File: src/rtl/aes_pkg.sv
// Shared AES constants, round-engine FSM encoding and GF(2^8) constant multipliers.
package aes_pkg;

    localparam logic [7:0] AES_POLY = 8'h1B;
    localparam logic       MODE_ENC = 1'b0;
    localparam logic       MODE_DEC = 1'b1;

    typedef enum logic [1:0] {
        IDLE = 2'd0,
        RUN  = 2'd1,
        DONE = 2'd2
    } state_t;

    // Multiply by x modulo x^8 + x^4 + x^3 + x + 1
    function automatic logic [7:0] xtime(input logic [7:0] b);
        return {b[6:0], 1'b0} ^ (b[7] ? AES_POLY : 8'h00);
    endfunction

    function automatic logic [7:0] gf_mul2(input logic [7:0] b);
        return xtime(b);
    endfunction

    function automatic logic [7:0] gf_mul3(input logic [7:0] b);
        return xtime(b) ^ b;
    endfunction

    function automatic logic [7:0] gf_mul9(input logic [7:0] b);
        return xtime(xtime(xtime(b))) ^ b;
    endfunction

    function automatic logic [7:0] gf_mul11(input logic [7:0] b);
        return xtime(xtime(xtime(b))) ^ xtime(b) ^ b;
    endfunction

    function automatic logic [7:0] gf_mul13(input logic [7:0] b);
        return xtime(xtime(xtime(b))) ^ xtime(xtime(b)) ^ b;
    endfunction

    function automatic logic [7:0] gf_mul14(input logic [7:0] b);
        return xtime(xtime(xtime(b))) ^ xtime(xtime(b)) ^ xtime(b);
    endfunction

endpackage

File: src/rtl/aes_mixcol_col.sv
// Combinational MixColumn / InvMixColumn of one 32-bit column (byte a in the MSBs).
module aes_mixcol_col
    import aes_pkg::*;
#(
    parameter bit ENC_ONLY = 1'b0
) (
    input  logic [31:0] col,
    input  logic        mode,
    output logic [31:0] result
);

    logic [7:0]  a0, a1, a2, a3;
    logic [31:0] fwd;

    assign {a0, a1, a2, a3} = col;

    assign fwd = {gf_mul2(a0) ^ gf_mul3(a1) ^ a2 ^ a3,
                  a0 ^ gf_mul2(a1) ^ gf_mul3(a2) ^ a3,
                  a0 ^ a1 ^ gf_mul2(a2) ^ gf_mul3(a3),
                  gf_mul3(a0) ^ a1 ^ a2 ^ gf_mul2(a3)};

    if (ENC_ONLY) begin : g_enc
        logic unused_mode;
        assign unused_mode = mode;
        assign result      = fwd;
    end else begin : g_encdec
        logic [31:0] inv;
        assign inv = {gf_mul14(a0) ^ gf_mul11(a1) ^ gf_mul13(a2) ^ gf_mul9(a3),
                      gf_mul9(a0) ^ gf_mul14(a1) ^ gf_mul11(a2) ^ gf_mul13(a3),
                      gf_mul13(a0) ^ gf_mul9(a1) ^ gf_mul14(a2) ^ gf_mul11(a3),
                      gf_mul11(a0) ^ gf_mul13(a1) ^ gf_mul9(a2) ^ gf_mul14(a3)};
        assign result = (mode == MODE_DEC) ? inv : fwd;
    end

endmodule

File: src/rtl/aes_mixcol_iter.sv
// Iterative MixColumns/InvMixColumns over a 128-bit state, COLS columns per cycle,
// with valid/ready handshake and final-round bypass.
module aes_mixcol_iter
    import aes_pkg::*;
#(
    parameter int unsigned COLS     = 1,
    parameter bit          ENC_ONLY = 1'b0
) (
    input  logic         i_clk,
    input  logic         i_rst_n,
    input  logic         i_valid,
    output logic         o_ready,
    input  logic         i_mode,
    input  logic         i_bypass,
    input  logic [127:0] i_din,
    output logic         o_valid,
    input  logic         i_ready,
    output logic [127:0] o_dout,
    output logic         o_busy
);

    if (!(COLS == 1 || COLS == 2 || COLS == 4)) begin : g_bad_cols
        $error("aes_mixcol_iter: COLS must be 1, 2 or 4");
    end

    state_t            state;
    logic [1:0]        cnt;
    logic              mode_q;
    logic [3:0][31:0]  st;          // st[3] is column 0 (bits 127:96)

    logic [1:0]        col_idx [COLS];
    logic [31:0]       col_in  [COLS];
    logic [31:0]       col_out [COLS];

    // Column c lives in st[3-c]; for a 2-bit index that is simply ~c
    for (genvar g = 0; g < COLS; g++) begin : g_col
        assign col_idx[g] = cnt + 2'(g);
        assign col_in[g]  = st[~col_idx[g]];

        aes_mixcol_col #(
            .ENC_ONLY (ENC_ONLY)
        ) u_col (
            .col    (col_in[g]),
            .mode   (mode_q),
            .result (col_out[g])
        );
    end

    assign o_ready = (state == IDLE) && i_rst_n;
    assign o_busy  = (state != IDLE);
    assign o_dout  = st;

    always_ff @(posedge i_clk or negedge i_rst_n) begin
        if (!i_rst_n) begin
            state   <= IDLE;
            cnt     <= '0;
            mode_q  <= MODE_ENC;
            st      <= '0;
            o_valid <= 1'b0;
        end else begin
            case (state)
                IDLE: begin
                    if (i_valid) begin
                        st     <= i_din;
                        mode_q <= ENC_ONLY ? MODE_ENC : i_mode;
                        cnt    <= '0;
                        if (i_bypass) begin
                            state   <= DONE;
                            o_valid <= 1'b1;
                        end else begin
                            state <= RUN;
                        end
                    end
                end
                RUN: begin
                    for (int unsigned g = 0; g < COLS; g++) begin
                        st[~col_idx[g]] <= col_out[g];
                    end
                    // Wraps to 0 on the final group, so cnt never points past column 3
                    cnt <= cnt + 2'(COLS);
                    if (cnt == 2'(4 - COLS)) begin
                        state   <= DONE;
                        o_valid <= 1'b1;
                    end
                end
                DONE: begin
                    if (i_ready) begin
                        state   <= IDLE;
                        o_valid <= 1'b0;
                    end
                end
                default: begin
                    state   <= IDLE;
                    o_valid <= 1'b0;
                end
            endcase
        end
    end

endmodule

File: config.mk
export PLATFORM = sky130hd
export DESIGN_NAME = aes_mixcol_iter
export DESIGN_NICKNAME = d
export VERILOG_FILES = /design/src/rtl/aes_pkg.sv /design/src/rtl/aes_mixcol_col.sv /design/src/rtl/aes_mixcol_iter.sv
export SDC_FILE = /design/constraint.sdc
export NUM_CORES = 1
export LEC_CHECK = 0
export BUFFER_PORTS_ARGS = -buffer_cell sky130_fd_sc_hd__buf_2
export CORE_MARGIN = 2
export CORE_UTILIZATION = 50
export CTS_CLUSTER_DIAMETER = 120
export DETAILED_ROUTE_END_ITERATION = 10
export PLACE_DENSITY = 0.87
export RECOVER_POWER = 100
export SLEW_MARGIN = 20
export SYNTH_ARGS = -nofsm -noshare
export SYNTH_HDL_FRONTEND = slang
export SYNTH_SLANG_ARGS = --single-unit
File: constraint.sdc
create_clock -name i_clk -period 8.2 [get_ports i_clk]
set_clock_uncertainty 0.15 [all_clocks]
set_input_delay 1.64 -clock i_clk [delete_from_list [all_inputs] [get_ports i_clk]]
set_output_delay 1.64 -clock i_clk [all_outputs]
set_load 0.02 [all_outputs]
==> results by group <==
Status
  – Outcome: finished with violations
  – Failing checks: capacitance limit, slew limit

Detailed routing
  – Initial DRT Pass Iterations: 6
  – DR iter-0 viols: 930
  – Routed len/inst: 23.7 um
  – Residual DRC: 0
  – Via Count: 8029
  – Drt total wl: 30100 um
  – Post-route ant nets: 0
  – Via/cell ratio: 6.34

Flow run
  – Max-cap viol count: 3

STA
  – Worst-Margin Slew: 2760 ps
  – Setup TNS Final: 0 ps
  – Setup violators final: 0
  – Relative slew margins: -84.0%
  – RSZ-0062 raised after global routing: false
  – Hold Violations, Final: 0
  – FMAX: 167 MHz
  – Tcrit/Tclk final: 73.2%
  – Max-slew violations: between 80 and 90
  – Final min period: 6010 ps

Clock network
  – Hold-fix buffers at CTS: 0
  – Clock Pin Slew Worst Setup and Hold Paths: about 60 ps
  – CTS Root Buffer Type: clkbuf_16
  – CTS Sinks: 134
  – Worst-Skew Late Latency: 430 ps
  – H-tree Lvls: 4
  – Longest Clk Path Bufs: 2
  – Post-cts resize count: 0
  – Postcts setup bufs: 0
  – TritonCTS Buffers: 17
  – CTS tree: built

Synthesis
  – Top FF cell, synth: dfrtp_1
  – Mean Syn Cell Area: 11.0 um2
  – Seq/Total Area, Yosys: 38.0%
  – Asr flop ratio synth: 100%
  – Area of the mapped netlist: 8820 um2
  – Netlist cell types: 35
  – Syn Inst Count: about 800
  – #FFs+latches synth: about 130
  – Syn_nets: 942
  – Number of synthesized flops with an enable pin: 0
  – Yosys warning total: 0

Global routing
  – Vias in the first global route: between 8000 and 9000
  – Antenna violations before repair: 1
  – Global-route wire length before repair: 44500 um
  – GRT Util Overall: between 30% and 40%
  – Maximum number of pins on one net before global-route repair: 84
  – Grt ovf: 0

Floorplanning
  – Top-Level Pins: 265
  – Die Span X: 137 um
  – Total die area: 18700 um2
  – Row count: 48
  – Starting Density: roughly half
  – Core ar.: 17300 um2
  – Die height: between 100 and 150 um

Layout
  – Syn-to-layout area delta: 21.0%
  – Fill cells: 1423
  – Multi-input gate area: 5060 um2
  – Nets: approximately 1200
  – Highest-count cells in the layout ignoring fill and taps: xnor2_1 (143), clkbuf_1 (136), dfrtp_1 (132)
  – Reg area: 3360 um2
  – Layout cells sized above 1: about a fifth
  – Commonest non-fill, non-tap cell in the layout: xnor2_1
  – Fin util: 61.7%

Critical path
  – Endpoint type of the worst setup path: flop
  – Crit path required time: about 8300 ps
  – Worst EP arrival: 6150 ps
  – Worst setup SP type: primary input
  – Setup CP Type: in2reg
  – Critical Path Fanout Max: 53

Placement
  – Gpl congestion: 0.989
  – Port Buf Inserts: 264
  – DP Wirelength: 20900 um

Worst hold path
  – Hold Path Class: reg2reg
## cell type report
class | instances | area share (%)
antenna | 1 | 0.0235
clock buffer | 26 | 4.96
clock inverter | 6 | 1.49
inverter | 6 | 0.211
multi-input combinational | 593 | 47.4
sequential | 134 | 31.4
tap | 225 | 2.64
timing repair buffer | 275 | 11.8
## flip-flops by register name, summed over array words and instances, names as in the netlist
| signal | count |
|---|---|
| o_valid | 1 |
| o_dout | 128 |
| mode_q | 1 |
| state | 2 |
| cnt | 2 |
## per-layer routing
| metal | global-route usage (%) | up-vias | wire, um |
|---|---|---|---|
| met1 | 39.4 | 3933 | 10900 |
| met5 | 0 | - | 0 |
| li1 | - | 3347 | - |
| met4 | 15.8 | 0 | 1460 |
| met2 | 53.4 | 606 | 14700 |
| met3 | 7.81 | 143 | 2990 |
## worst max-delay path, stage by stage
cell and delay [ps]:
clkbuf_1 150, and2_0 2030, a21oi_1 1170, clkbuf_1 690, a22oi_1 340, o21ai_1 120
## kinds of logic (layout without fill, tap and decap cells)
family,after synthesis,count (layout),synth area share [%]
AOI/OAI and AO/OA,280,280,19.6
xor gates and xnor gates,225,225,26.3
DFF,134,134,38.0
buffers and inverters,77,313,4.51
and+or+nand+nor,51,51,2.34
muxes,33,33,8.63
adders and majority gates,4,4,0.568
other,0,1,0
## Yosys cell counts (4+ instances only)
library cell,instances,area (um2)
dfrtp_1,134,3350
xnor2_1,141,1230
xor2_1,53,464
clkbuf_1,41,154
buf_6,5,56.3
nand2_1,24,90.1
buf_4,4,30.0
mux4_2,24,541
a22oi_1,125,938
xnor2_2,13,211
mux4_1,8,210
xnor3_1,10,225
o21ai_0,93,465
buf_2,19,95.1
nor2_1,21,78.8
a21oi_1,22,110
ha_1,4,50.1
o21ai_1,35,175
inv_1,6,22.5
## path summary, 6_finish.rpt
check	startpoint	cells past startpoint	to	slack (ps)
setup / recovery	i_valid	6	o_dout[98]$_DFFE_PN0P_	2190
hold / removal	o_dout[61]$_DFFE_PN0P_	2	o_dout[61]$_DFFE_PN0P_	390
setup reg to reg	state[0]$_DFFE_PN0P_	6	o_dout[98]$_DFFE_PN0P_	2820
hold reg to reg	o_dout[61]$_DFFE_PN0P_	2	o_dout[61]$_DFFE_PN0P_	390
max in group asynchronous	i_rst_n	2	o_dout[14]$_DFFE_PN0P_	5430
min in group asynchronous	i_rst_n	1	o_dout[67]$_DFFE_PN0P_	1030
## per-stage QoR
step                      instance area [um2]  hold WS (ps)  std cells  worst slack [ps]
final                                   10700           394       1266              2190
after global routing                    10700           408       1266              1870
after CTS                               10800           389       1263              3870
after detailed placement                10200           370       1231              3900
after global placement                  10200           356       1231              3980
after floorplan                          8820           357        804              4560
Power is not shown: default switching activity piles up to over one toggle a cycle in this logic, so the estimate is an artifact.
